$ cat config.mk
export PLATFORM = sky130hd
export DESIGN_NAME = uart_tx_fifo_drain_flat
export DESIGN_NICKNAME = d
export VERILOG_FILES = /design/src/rtl/uart_pkg.sv /design/src/rtl/uart_tx_fifo_drain_if.sv /design/src/rtl/baud_counter.sv /design/src/rtl/uart_tx_fifo_drain.sv /design/src/flat_wrapper.sv
export SDC_FILE = /design/constraint.sdc
export NUM_CORES = 1
export LEC_CHECK = 0
export ABC_AREA = 1
export ABC_CLOCK_PERIOD_IN_PS = 1400
export CORE_MARGIN = 4
export CORE_UTILIZATION = 44
export DETAILED_ROUTE_END_ITERATION = 6
export GPL_ROUTABILITY_DRIVEN = 0
export PLACE_DENSITY = 0.67
export SYNTH_ARGS = -nofsm -noshare
export SYNTH_HDL_FRONTEND = slang
export SYNTH_SLANG_ARGS = --single-unit
$ cat constraint.sdc
create_clock -name clk -period 1.4 [get_ports clk]
set_clock_uncertainty 0.1 [all_clocks]
set_input_delay 0.28 -clock clk [delete_from_list [all_inputs] [get_ports clk]]
set_output_delay 0.28 -clock clk [all_outputs]
set_load 0.02 [all_outputs]
$ cat src/rtl/uart_pkg.sv
// ============================================================================
// Module : uart_pkg
// Brief  : Shared UART types, constants and baud helper for the TX/RX blocks.
// Rev    : 1.0
// ============================================================================
`default_nettype none

package uart_pkg;

    localparam int UART_DATA_BITS = 8;

    typedef enum logic [2:0] {
        ST_IDLE  = 3'd0,
        ST_FETCH = 3'd1,
        ST_START = 3'd2,
        ST_DATA  = 3'd3,
        ST_STOP  = 3'd4
    } uart_state_e;

    function automatic int symbol_edge_time(input int clock_freq, input int baud_rate);
        return clock_freq / baud_rate;
    endfunction

endpackage

`default_nettype wire

$ cat src/rtl/uart_tx_fifo_drain_if.sv
// ============================================================================
// Module : uart_tx_fifo_drain_if
// Brief  : Byte FIFO read port between the TX FIFO and the UART drain.
// Rev    : 1.0
// ============================================================================
`default_nettype none

interface uart_tx_fifo_drain_if;
    import uart_pkg::*;

    logic                      fifo_empty;
    logic [UART_DATA_BITS-1:0] fifo_dout;
    logic                      fifo_rd_en;

    // master issues pops, slave is the FIFO itself
    modport master (input fifo_empty, input fifo_dout, output fifo_rd_en);
    modport slave  (output fifo_empty, output fifo_dout, input fifo_rd_en);

endinterface

`default_nettype wire

$ cat src/rtl/baud_counter.sv
// ============================================================================
// Module : baud_counter
// Brief  : Per-symbol cycle counter; pulses o_bit_done on the last cycle of a bit.
// Rev    : 1.0
// ============================================================================
`default_nettype none

module baud_counter #(
    parameter int SYMBOL_EDGE_TIME = 10,
    parameter int COUNT_WIDTH      = 4
) (
    input  wire logic clk,
    input  wire logic rst,
    input  wire logic i_clear,
    input  wire logic i_run,
    output logic      o_bit_done
);

    localparam logic [COUNT_WIDTH-1:0] c_last = COUNT_WIDTH'(SYMBOL_EDGE_TIME - 1);

    logic [COUNT_WIDTH-1:0] r_count;
    logic                   w_at_last;

    assign w_at_last  = (r_count == c_last);
    assign o_bit_done = i_run && w_at_last;

    // Only ever returns to zero through an explicit clear, never by overflow.
    always_ff @(posedge clk) begin
        if (rst || i_clear) begin
            r_count <= '0;
        end else if (i_run) begin
            r_count <= w_at_last ? '0 : r_count + 1'b1;
        end
    end

    a_symbol_time_min: assert property (@(posedge clk) SYMBOL_EDGE_TIME >= 2);

endmodule

`default_nettype wire

$ cat src/rtl/uart_tx_fifo_drain.sv
// ============================================================================
// Module : uart_tx_fifo_drain
// Brief  : Pops bytes from the TX FIFO and sends each as an 8N1 UART frame.
// Rev    : 1.0
// ============================================================================
`default_nettype none

module uart_tx_fifo_drain
    import uart_pkg::*;
#(
    parameter int CLOCK_FREQ = 125_000_000,
    parameter int BAUD_RATE  = 115_200
) (
    input  wire logic              clk,
    input  wire logic              rst,
    input  wire logic              enable,
    uart_tx_fifo_drain_if.master   fifo,
    output logic                   serial_out,
    output logic                   busy
);

    localparam int SYMBOL_EDGE_TIME    = symbol_edge_time(CLOCK_FREQ, BAUD_RATE);
    localparam int CLOCK_COUNTER_WIDTH = (SYMBOL_EDGE_TIME > 1) ? $clog2(SYMBOL_EDGE_TIME) : 1;
    localparam int BIT_IDX_WIDTH       = $clog2(UART_DATA_BITS);
    localparam logic [BIT_IDX_WIDTH-1:0] c_last_bit = BIT_IDX_WIDTH'(UART_DATA_BITS - 1);

    uart_state_e                r_state;
    uart_state_e                w_state_next;
    logic [UART_DATA_BITS-1:0]  r_shift;
    logic [UART_DATA_BITS-1:0]  w_shift_next;
    logic [BIT_IDX_WIDTH-1:0]   r_bit_idx;
    logic [BIT_IDX_WIDTH-1:0]   w_bit_idx_next;
    logic                       r_serial;
    logic                       w_serial_next;
    logic                       w_rd_en;
    logic                       w_cnt_clear;
    logic                       w_cnt_run;
    logic                       w_bit_done;

    baud_counter #(
        .SYMBOL_EDGE_TIME (SYMBOL_EDGE_TIME),
        .COUNT_WIDTH      (CLOCK_COUNTER_WIDTH)
    ) u_baud_counter (
        .clk        (clk),
        .rst        (rst),
        .i_clear    (w_cnt_clear),
        .i_run      (w_cnt_run),
        .o_bit_done (w_bit_done)
    );

    always_ff @(posedge clk) begin
        if (rst) begin
            r_state   <= ST_IDLE;
            r_shift   <= '0;
            r_bit_idx <= '0;
            r_serial  <= 1'b1;
        end else begin
            r_state   <= w_state_next;
            r_shift   <= w_shift_next;
            r_bit_idx <= w_bit_idx_next;
            r_serial  <= w_serial_next;
        end
    end

    always_comb begin
        w_state_next   = r_state;
        w_shift_next   = r_shift;
        w_bit_idx_next = r_bit_idx;
        w_rd_en        = 1'b0;
        w_cnt_clear    = 1'b0;
        w_cnt_run      = 1'b0;
        case (r_state)
            ST_IDLE: begin
                w_cnt_clear = 1'b1;
                if (!rst && enable && !fifo.fifo_empty) begin
                    w_rd_en      = 1'b1;
                    w_state_next = ST_FETCH;
                end
            end
            ST_FETCH: begin
                // FIFO read data is valid the cycle after the pop strobe.
                w_cnt_clear  = 1'b1;
                w_shift_next = fifo.fifo_dout;
                w_state_next = ST_START;
            end
            ST_START: begin
                w_cnt_run = 1'b1;
                if (w_bit_done) begin
                    w_bit_idx_next = '0;
                    w_state_next   = ST_DATA;
                end
            end
            ST_DATA: begin
                w_cnt_run = 1'b1;
                if (w_bit_done) begin
                    w_shift_next   = r_shift >> 1;
                    w_bit_idx_next = r_bit_idx + 1'b1;
                    if (r_bit_idx == c_last_bit) begin
                        w_state_next = ST_STOP;
                    end
                end
            end
            ST_STOP: begin
                w_cnt_run = 1'b1;
                if (w_bit_done) begin
                    w_state_next = ST_IDLE;
                end
            end
            default: begin
                w_state_next = ST_IDLE;
            end
        endcase
    end

    // Line level is decided from the upcoming state so the registered pin lines up with it.
    always_comb begin
        w_serial_next = 1'b1;
        case (w_state_next)
            ST_START: w_serial_next = 1'b0;
            ST_DATA:  w_serial_next = w_shift_next[0];
            default:  w_serial_next = 1'b1;
        endcase
    end

    assign fifo.fifo_rd_en = w_rd_en;
    assign serial_out      = r_serial;
    assign busy            = (r_state != ST_IDLE);

endmodule

`default_nettype wire

$ cat src/flat_wrapper.sv
// flat-port wrapper written by rule: the top's interface ports become plain ports
module uart_tx_fifo_drain_flat import uart_pkg::*;
#(
    parameter int CLOCK_FREQ = 125_000_000,
    parameter int BAUD_RATE  = 115_200
)
  (clk, rst, enable, serial_out, busy, fifo_fifo_empty, fifo_fifo_dout, fifo_fifo_rd_en);
  uart_tx_fifo_drain_if fifo_i ();
  input  wire logic clk;
  input  wire logic rst;
  input  wire logic enable;
  output logic serial_out;
  output logic busy;
  input wire logic [$bits(fifo_i.fifo_empty)-1:0] fifo_fifo_empty;
  input wire logic [$bits(fifo_i.fifo_dout)-1:0] fifo_fifo_dout;
  output wire logic [$bits(fifo_i.fifo_rd_en)-1:0] fifo_fifo_rd_en;
  assign fifo_i.fifo_empty = fifo_fifo_empty;
  assign fifo_i.fifo_dout = fifo_fifo_dout;
  assign fifo_fifo_rd_en = fifo_i.fifo_rd_en;
  uart_tx_fifo_drain #(.CLOCK_FREQ(CLOCK_FREQ), .BAUD_RATE(BAUD_RATE)) u_core (.clk(clk), .rst(rst), .enable(enable), .fifo(fifo_i), .serial_out(serial_out), .busy(busy));
endmodule
[Word-level counts from Yosys, hierarchy flattened]
Index checks and enable logic that the tools add are counted.
Widths: inputs -> output; s select.
Storage, ports and cells
  input port bits: 12
  register bits after elaboration: 26
  output and inout bits: 3
Operators by class
  $add $sub $neg: 2
  reduce and logical (&&, ||, !) cells: 14
  mux-type cells: 17
  eq/ne operators: 10
Operators with widths (number)
  $mux 3: 7
  $pmux 8 s2: 1
  $pmux 3 s5: 1
  $eq 3x2->1 const B: 4
  $add 11x1->11 const B: 1
  $eq 11x11->1 const B: 1
  $mux 11: 1
  $mux 8: 1
  $eq 3x3->1 const B: 2
  $pmux 3 s2: 1
  $mux 1: 4
  $ne 2x2->1 const B: 2
  $reduce_bool 2->1: 2
  $add 3x1->3 const B: 1
  $eq 3x1->1 const B: 1
  $logic_and 1x1->1: 3
  $logic_not 3->1: 1
  $reduce_and 3->1: 1
  $reduce_bool 3->1: 1
  $reduce_or 3->1: 1
  $logic_not 1->1: 2
  $pmux 1 s2: 1
  $reduce_and 2->1: 1
  $reduce_or 2->1: 1
  $logic_or 1x1->1: 1

[Depth between registers and ports, before layout]
Gate-level depths: netlist of run 1.
  depth after elaboration: 8
  mapped depth: 11
  gate-level depth less buffers: 11

[Hierarchy]
From an unflattened synthesis of run 1, not the netlist that was laid out.
Unflattened totals
  cells, all modules: 200
  area, all modules: 1388.8 sq um
Modules (own cells, without submodules)
  uart_tx_fifo_drain: cells each 115, seq. area each 300.3 sq um, area each 773.2 sq um, times used 1
  baud_counter: cells each 85, seq. area each 220.2 sq um, area each 615.6 sq um, times used 1

[Least setup slack after synthesis of run 1]
No wires, ideal clock.
  path kind: reg-to-reg
  start: register u_core.r_state[1]
  end: register u_core.r_serial, in the netlist u_core.serial_out
  stages on the path, launching flop included: 9
  data arrival time: 1.542 ns
  setup time: 0.058 ns
  path slack: -0.301 ns
  required time: 1.242 ns
  cells stage by stage: dfxtp_1 buf_4 nor2_1 nand2_1 nor3_1 nor2_1 nand2_1 nand2_1 nand2_1
Between the ends
  word-level cells in the longest chain between the ends: 8
  elaborated cells on any way between the ends: 19
  classes of those cells: eq/ne: 6; mux: 10; reduce/logical: 3
Ends and longest elaborated chain
  from (decl): line uart_tx_fifo_drain.sv:27  | uart_state_e r_state;
  from (signal assigned): line uart_tx_fifo_drain.sv:58  | r_state <= w_state_next;
  $eq 3x2->1 / $eq 3x3->1 (equally long branches): line uart_tx_fifo_drain.sv:72  | case (r_state)
  $reduce_or 3->1 (no line)
  $mux 1: line uart_tx_fifo_drain.sv:72
  $logic_and 1x1->1: line baud_counter.sv:25  | assign o_bit_done = i_run && w_at_last;
  $mux 3, on equally long branches: line uart_tx_fifo_drain.sv:105, uart_tx_fifo_drain.sv:88, uart_tx_fifo_drain.sv:95
  $pmux 3 s5: line uart_tx_fifo_drain.sv:72
  $eq 3x2->1: line uart_tx_fifo_drain.sv:118  | case (w_state_next)
  $pmux 1 s2 *: line uart_tx_fifo_drain.sv:118
  to (signal assigned): line uart_tx_fifo_drain.sv:61  | r_serial <= w_serial_next;
  to (decl): line uart_tx_fifo_drain.sv:33  | logic r_serial;
Mark *: on every way between the ends. The rest lies on a longest branch, timed or not. The select of a mux whose other input is x is not followed.
A chain may end at the register's enable or synchronous reset.

[Worst setup path after layout of run 1]
  start: register u_core.r_state[0]
  end: output fifo_fifo_rd_en
Between the ends
  word-level cells in the longest chain between the ends: 2
Ends and longest elaborated chain
  $logic_not 3->1: line uart_tx_fifo_drain.sv:72
  $mux 1: line uart_tx_fifo_drain.sv:72
  to (decl): line flat_wrapper.sv:16  | output wire logic [$bits(fifo_i.fifo_rd_en)-1:0] fifo_fifo_rd_en;
Every way passes these cells.

==> results of run 1 <==
[per-layer routing]
| metal | track usage, % | routed length [um] | vias up | share of wire [%] |
|---|---|---|---|---|
| met5 | 0 | 0 | - | 0 |
| met4 | 6.477 | 97 | 0 | 2.4 |
| met3 | 2.735 | 144 | 10 | 3.6 |
| met2 | 32.42 | 1898 | 51 | 48 |
| met1 | 25.50 | 1827 | 706 | 46 |
| li1 | - | - | 788 | - |
[metrics by stage]
| step | setup TNS [ns] | util, % | instances | total power [mW] |
|---|---|---|---|---|
| after floorplan | -0.002109 | - | 204 | 0.8390 |
| after global placement | -3.283 | 63.32 | 296 | 0.9075 |
| after detailed placement | -4.054 | 63.32 | 296 | 0.9120 |
| after CTS | -3.043 | 70.16 | 305 | 1.322 |
| after global routing | -5.633 | 73.88 | 309 | 1.376 |
| final | -3.147 | 73.88 | 309 | 1.322 |
[path summary, 6_finish.rpt]
kind                       end                              from  slack, ns
max            fifo_fifo_rd_en                 u_core.r_state[0]      -0.21
min          u_core.r_shift[0]                 u_core.r_shift[0]       0.38
max reg2reg  u_core.r_state[2]  u_core.u_baud_counter.r_count[1]      -0.21
min reg2reg  u_core.r_shift[0]                 u_core.r_shift[0]       0.38
[power breakdown]
part	switching [mW]	total [mW]	leakage, nW	internal [mW]
registers	0.00797	0.759	0.215	0.751
clock network	0.234	0.393	0.0210	0.159
logic	0.0820	0.170	0.734	0.0876
[worst reg2reg max path: cells and delay by family (launching register included)]
kind / cells / cell delay (ns)
flip-flops: 1 / 0.35
AO/OA/AOI/OAI: 1 / 0.10
buffers and inverters: 2 / 0.28
AND/OR/NAND/NOR: 5 / 0.58
adder cells (fa/ha/maj): 1 / 0.15
[sequential cells by signal, summed over array words and instances, names as in the netlist]
register                       count
u_core.r_bit_idx                   3
u_core.r_state                     3
u_core.r_shift                     8
u_core.u_baud_counter.r_count     11
u_core.serial_out                  1
[kinds of logic after synthesis]
| kind of cell | after synthesis | synth area share, % |
|---|---|---|
| DFF | 26 | 35.46 |
| buffers and inverters | 30 | 8.610 |
| AOI/OAI and AO/OA | 39 | 14.92 |
| adders and majority gates | 4 | 3.410 |
| and+or+nand+nor | 105 | 37.60 |
[cell usage after synthesis]
master	instances	area share, %
a211oi_1	1	0.51
nand2_2	7	3.0
nand3_2	1	0.68
nand3_1	14	4.8
nor2_1	23	5.9
nand4_2	1	0.85
nand4_1	2	0.85
a21oi_1	22	7.5
buf_2	1	0.34
o21ai_2	2	1.2
nand2_1	40	10
nor4_1	1	0.43
buf_4	1	0.51
nor2_8	1	1.4
nor3_1	5	1.7
nor3b_1	1	0.51
clkinv_2	1	0.34
nand3_4	1	1.2
ha_1	4	3.4
nor3_4	2	2.2
dfxtp_1	26	35
nor2_4	3	2.3
inv_1	21	5.4
o21bai_1	1	0.51
o21ai_0	9	3.1
buf_6	1	0.77
nor2_2	2	0.85
a21oi_4	1	1.1
nand2_4	1	0.77
o21ai_1	3	1.0
inv_2	5	1.3
[what timing repair did]
item | 4_1_cts | 5_1_grt
hold buffers | 0 | 0
buffers inserted | 4 | 6
gates resized for setup | 52 | 31
pin swaps | 10 | 14
endpoints found under the setup margin | 26 | 29
gates cloned | 1 | 0
endpoints found under the hold margin | 0 | 0
[layout make-up]
cell class              instances  area, um2
repair buffers                 59      531.8
inverters                      27      111.4
repair inverters                1      6.256
multi-input cells             148       1037
well taps                      44      55.05
flip-flops and latches         26      533.0
fillers                       224      817.0
clock buffers                   4      36.28
==> flow_metrics.py, run 1 <==
metrics = {
    "sta": {
        "setup_ws_ns": -0.2111,
        "rsz0062_at_grt": "true",
        "timing.hold.ws_ns": 0.3847,
        "slew_headroom_pct": 74.46,
        "final-hold-violation-count": 0,
        "fmax_mhz": 620.7,
        "slew_violations": 0,
        "worstMarginPinSlew_ns": 0.3827,
        "period_needed_ns": 1.611,
        "post-route-period-util_pct": 115.1,
        "setup_viol": 25,
    },
    "clock_network": {
        "clockRootBuffer": "clkbuf_4",
        "clock_latency_ns": 0.33,
        "cts_made_buffers": 3,
        "clk_pin_slew_ns": 0.15,
        "htreeDepth": 1,
        "clkSinkCount": 26,
        "clk_path_buf_depth": 2,
        "cts_tree": "done",
    },
    "placement": {
        "place_hpwl_um": 2626,
        "pre_cts_ws_ns": -0.6579,
        "dpl_cell_area_mm2": 0.001981,
        "portBuffers": 14,
    },
    "worst_setup_path": {
        "worst-path-stages": 4,
        "critPathMaxStageDelay_ns": 0.36,
        "path_buf_inv": 1,
        "worstSetupEndpointType": "output pin",
        "slowest_stage": "dfxtp_2",
        "path_class": "flop to output pin",
        "crit_chain": "nor2_2 -> nand2_2 -> nor3_4 -> buf_6",
        "start_kind": "flop",
        "crit_family": "simple AND/OR/NAND/NOR gates",
        "worstPathRequired_ns": 1.02,
        "worstPathArrival_ns": 1.23,
        "ff2ff_path_depth": 9,
        "crit_fanout": 2,
    },
    "route": {
        "wl_per_cell_um": 12.84,
        "vias": 1555,
        "vias_per_cell": 5.032,
        "drc": 0,
        "wl_um": 3968,
        "drt-pass1-iter-count": 4,
        "drtIter0Drc": 106,
        "drtAntennaViolNets": 0,
    },
    "final_layout": {
        "postLayoutCellArea_mm2": 0.002311,
        "drive_above_1_share_pct": 47.17,
        "diodes": 0,
        "final_cell_mix": "nand2_1 (37), buf_4 (37), inv_1 (18)",
        "fin_nets": 282,
        "area_growth_pct": 57.46,
    },
    "power": {
        "ir_worst_vdd_mv": 0.5420,
        "cellLeakagePower_nw": 0.9699,
        "powerDensity_mw_per_mm2": 572.1,
    },
    "flow_run": {
        "cap_viol_max_count": 0,
    },
    "floorplan": {
        "ios": 15,
        "initial_core_util_pct": 46.92,
        "coreArea_mm2": 0.003128,
        "die_y_um": 65.76,
        "die_area_mm2": 0.004324,
        "die-width_um": 65.76,
        "row_count": 20,
    },
    "worst_hold_path": {
        "holdPathStages": 2,
        "hp-class": "flop to flop",
    },
    "yosys": {
        "seq_area_frac_synth_pct": 35.46,
        "syn_area_mm2": 0.001468,
        "syn_inst": 204,
        "synth_warnings": 0,
        "synth.distinct_cells": 31,
        "synth.avg_cell_area_um2": 7.194,
        "syn-num-nets": 220,
        "synth-seq-cells": 26,
    },
    "grt": {
        "grt_max_degree": 15,
        "grt_pass1_vias": 1491,
        "grt_overflow": 0,
        "grt_pass1_wl_um": 6561,
        "grt.total_usage_pct": 19.43,
        "antenna_found_initial": 0,
    },
    "status": {
        "violations": "setup timing",
        "status": "complete, but fails checks",
    },
}
No activity file was read; power rests on OpenSTA's default activity.
==> inputs of run 2 (changes only) <==
--- a/config.mk
+++ b/config.mk
@@ -10,7 +10,7 @@
 export CORE_MARGIN = 4
 export CORE_UTILIZATION = 44
 export DETAILED_ROUTE_END_ITERATION = 6
-export GPL_ROUTABILITY_DRIVEN = 0
+export GPL_ROUTABILITY_DRIVEN = 1
 export PLACE_DENSITY = 0.67
 export SYNTH_ARGS = -nofsm -noshare
 export SYNTH_HDL_FRONTEND = slang
==> results of run 2 <==
The final DEF is identical to that of run 1; final timing and power are the same.
==> inputs of run 3 (changes only) <==
--- a/config.mk
+++ b/config.mk
@@ -9,6 +9,7 @@
 export ABC_CLOCK_PERIOD_IN_PS = 1400
 export CORE_MARGIN = 4
 export CORE_UTILIZATION = 44
+export CTS_CLUSTER_DIAMETER = 80
 export DETAILED_ROUTE_END_ITERATION = 6
 export GPL_ROUTABILITY_DRIVEN = 1
 export PLACE_DENSITY = 0.67
==> results of run 3 <==
The final DEF is identical to that of run 1; final timing and power are the same.
==> edit, RTL diff (flow settings as in run 3) <==
`BAUD_RATE` is set to 115_200 in 2 places; all go to 57_600.
--- a/src/rtl/uart_tx_fifo_drain.sv
+++ b/src/rtl/uart_tx_fifo_drain.sv
@@ -10,5 +10,5 @@
 #(
     parameter int CLOCK_FREQ = 125_000_000,
-    parameter int BAUD_RATE  = 115_200
+    parameter int BAUD_RATE  = 57_600
 ) (
     input  wire logic              clk,
--- a/src/flat_wrapper.sv
+++ b/src/flat_wrapper.sv
@@ -3,5 +3,5 @@
 #(
     parameter int CLOCK_FREQ = 125_000_000,
-    parameter int BAUD_RATE  = 115_200
+    parameter int BAUD_RATE  = 57_600
 )
   (clk, rst, enable, serial_out, busy, fifo_fifo_empty, fifo_fifo_dout, fifo_fifo_rd_en);
Function: same outputs for any inputs over 10 cycles, from zero or initial values and one cycle with rst high; that may be too few to reach the edited logic, so the function may still have changed.
==> edit against run 3 <==
- the run still ends with negative setup slack left
- sequential power up 3.2%
- power up 0.36%
- routed wire length down 2.6%
- largest power group unchanged
- sequential cell count up 1
- worst setup slack better by 0.075 ns
- area after synthesis up 3.3%
- critical path depth up 5
- design area down 0.65%
==> edit: results (changes against run 3) <==
INFO  metric wl_met2 = 1734 um (-8.6%)
INFO  metric ys_seq_area_share = 35.64% (+0.18 points)
INFO  metric postSynthNetCount = 233 (+5.9%)
INFO  metric globalRouteTotalUtil = 19.26% (-0.17 points)
INFO  metric violations = negative setup slack
INFO  metric layout-drive-gt1-share = 41.82% (-5.4 points)
INFO  metric crit_end = u_core.r_shift[6]$_SDFFE_PP0P_
INFO  metric synth.cells.most_frequent = nand2_1, dfxtp_1, inv_1, nor2_1, a21oi_1
INFO  metric leading_post_synthesis_cells_by_cell_area = dfxtp_1, nand2_1, a21oi_1
INFO  metric layout.sequential_cells = 27 (+3.8%)
INFO  metric post_layout_nonfiller_instances = 321 (+3.9%)
INFO  metric fill_count = 278 (+24%)
INFO  metric worst_path_max_delay_cell = dfxtp_4
INFO  metric final.hold.worst_slack = 0.3071 ns (-0.07759 ns)
INFO  metric routed-wl-met3 = 129 um (-10%)
INFO  metric hold_depth = 3 (+1)
INFO  metric via_count_of_the_first_global_routing_pass = 1435 (-3.8%)
INFO  metric nonClockInverterCount = 30 (+7.1%)
INFO  metric setup.worst_path.class = reg -> reg
INFO  metric terminating_pin_of_the_worst_hold_path = u_core.r_shift[7]$_SDFFE_PP0P_
INFO  metric placed_cells_incl_taps = 312 (+5.4%)
INFO  metric synth_cell_type_count = 29 (-6.5%)
INFO  metric crit_fanout = 6 (+4)
INFO  metric globalRouteMet1Util = 26.82% (+1.3 points)
INFO  metric drt_first_iter_violations = 102 (-3.8%)
INFO  metric routabilityCongestion = 0.8798 (+11%)
INFO  metric met2_track_utilization_from_global_routing = 29.95% (-2.5 points)
INFO  metric layout.clock_buffers = 3 (-1)
INFO  metric setup_slack = -0.1364 ns (+0.07473 ns)
INFO  metric power_leakage = 0.9570 nW (-1.3%)
INFO  metric hold_start = rst
INFO  metric report.final.setup_viol = 17 (-32%)
INFO  metric relative_max_transition_margin = 77.57% (+3.1 points)
INFO  metric post-dp-hpwl = 2743 um (+4.5%)
INFO  metric run_status = finished, violations left
INFO  metric seqCellArea = 546.8 um^2 (+2.6%)
edit: changes by cell type after synthesis, sizes merged, moves of 2 or more:
cell,change
o21ai,-12
nor2,-4
a21oi,-2
nand4,+3
nand2,+22
a31oi,+2
inv,+3
edit: metrics by stage:
stage	setup slack, ns	instance area, um^2	power (mW)
2_1_floorplan	-0.05620	1554	0.8630
3_3_place_gp	-0.6225	2026	0.9405
3_5_place_dp	-0.6267	2026	0.9424
4_1_cts	-0.1172	2222	1.315
5_1_grt	-0.2244	2296	1.376
6_report	-0.1364	2296	1.327
edit: cells by family (layout without fill, tap and decap cells):
family          count (synthesis)  after routing  synth area share (%)
simple gates                  125            126                 41.09
buf+inv                        32             89                 8.663
compound gates                 28             28                 10.73
flops                          27             27                 35.64
fa+ha+maj                       4              4                 3.300
xor+xnor                        1              1                0.5777
edit: repair_timing:
item	in CTS	in global routing
gates resized for setup	44	20
endpoints found under the hold margin	0	0
gates cloned	2	0
buffers inserted	3	0
endpoints found under the setup margin	28	30
hold buffers	0	0
pin swaps	20	8
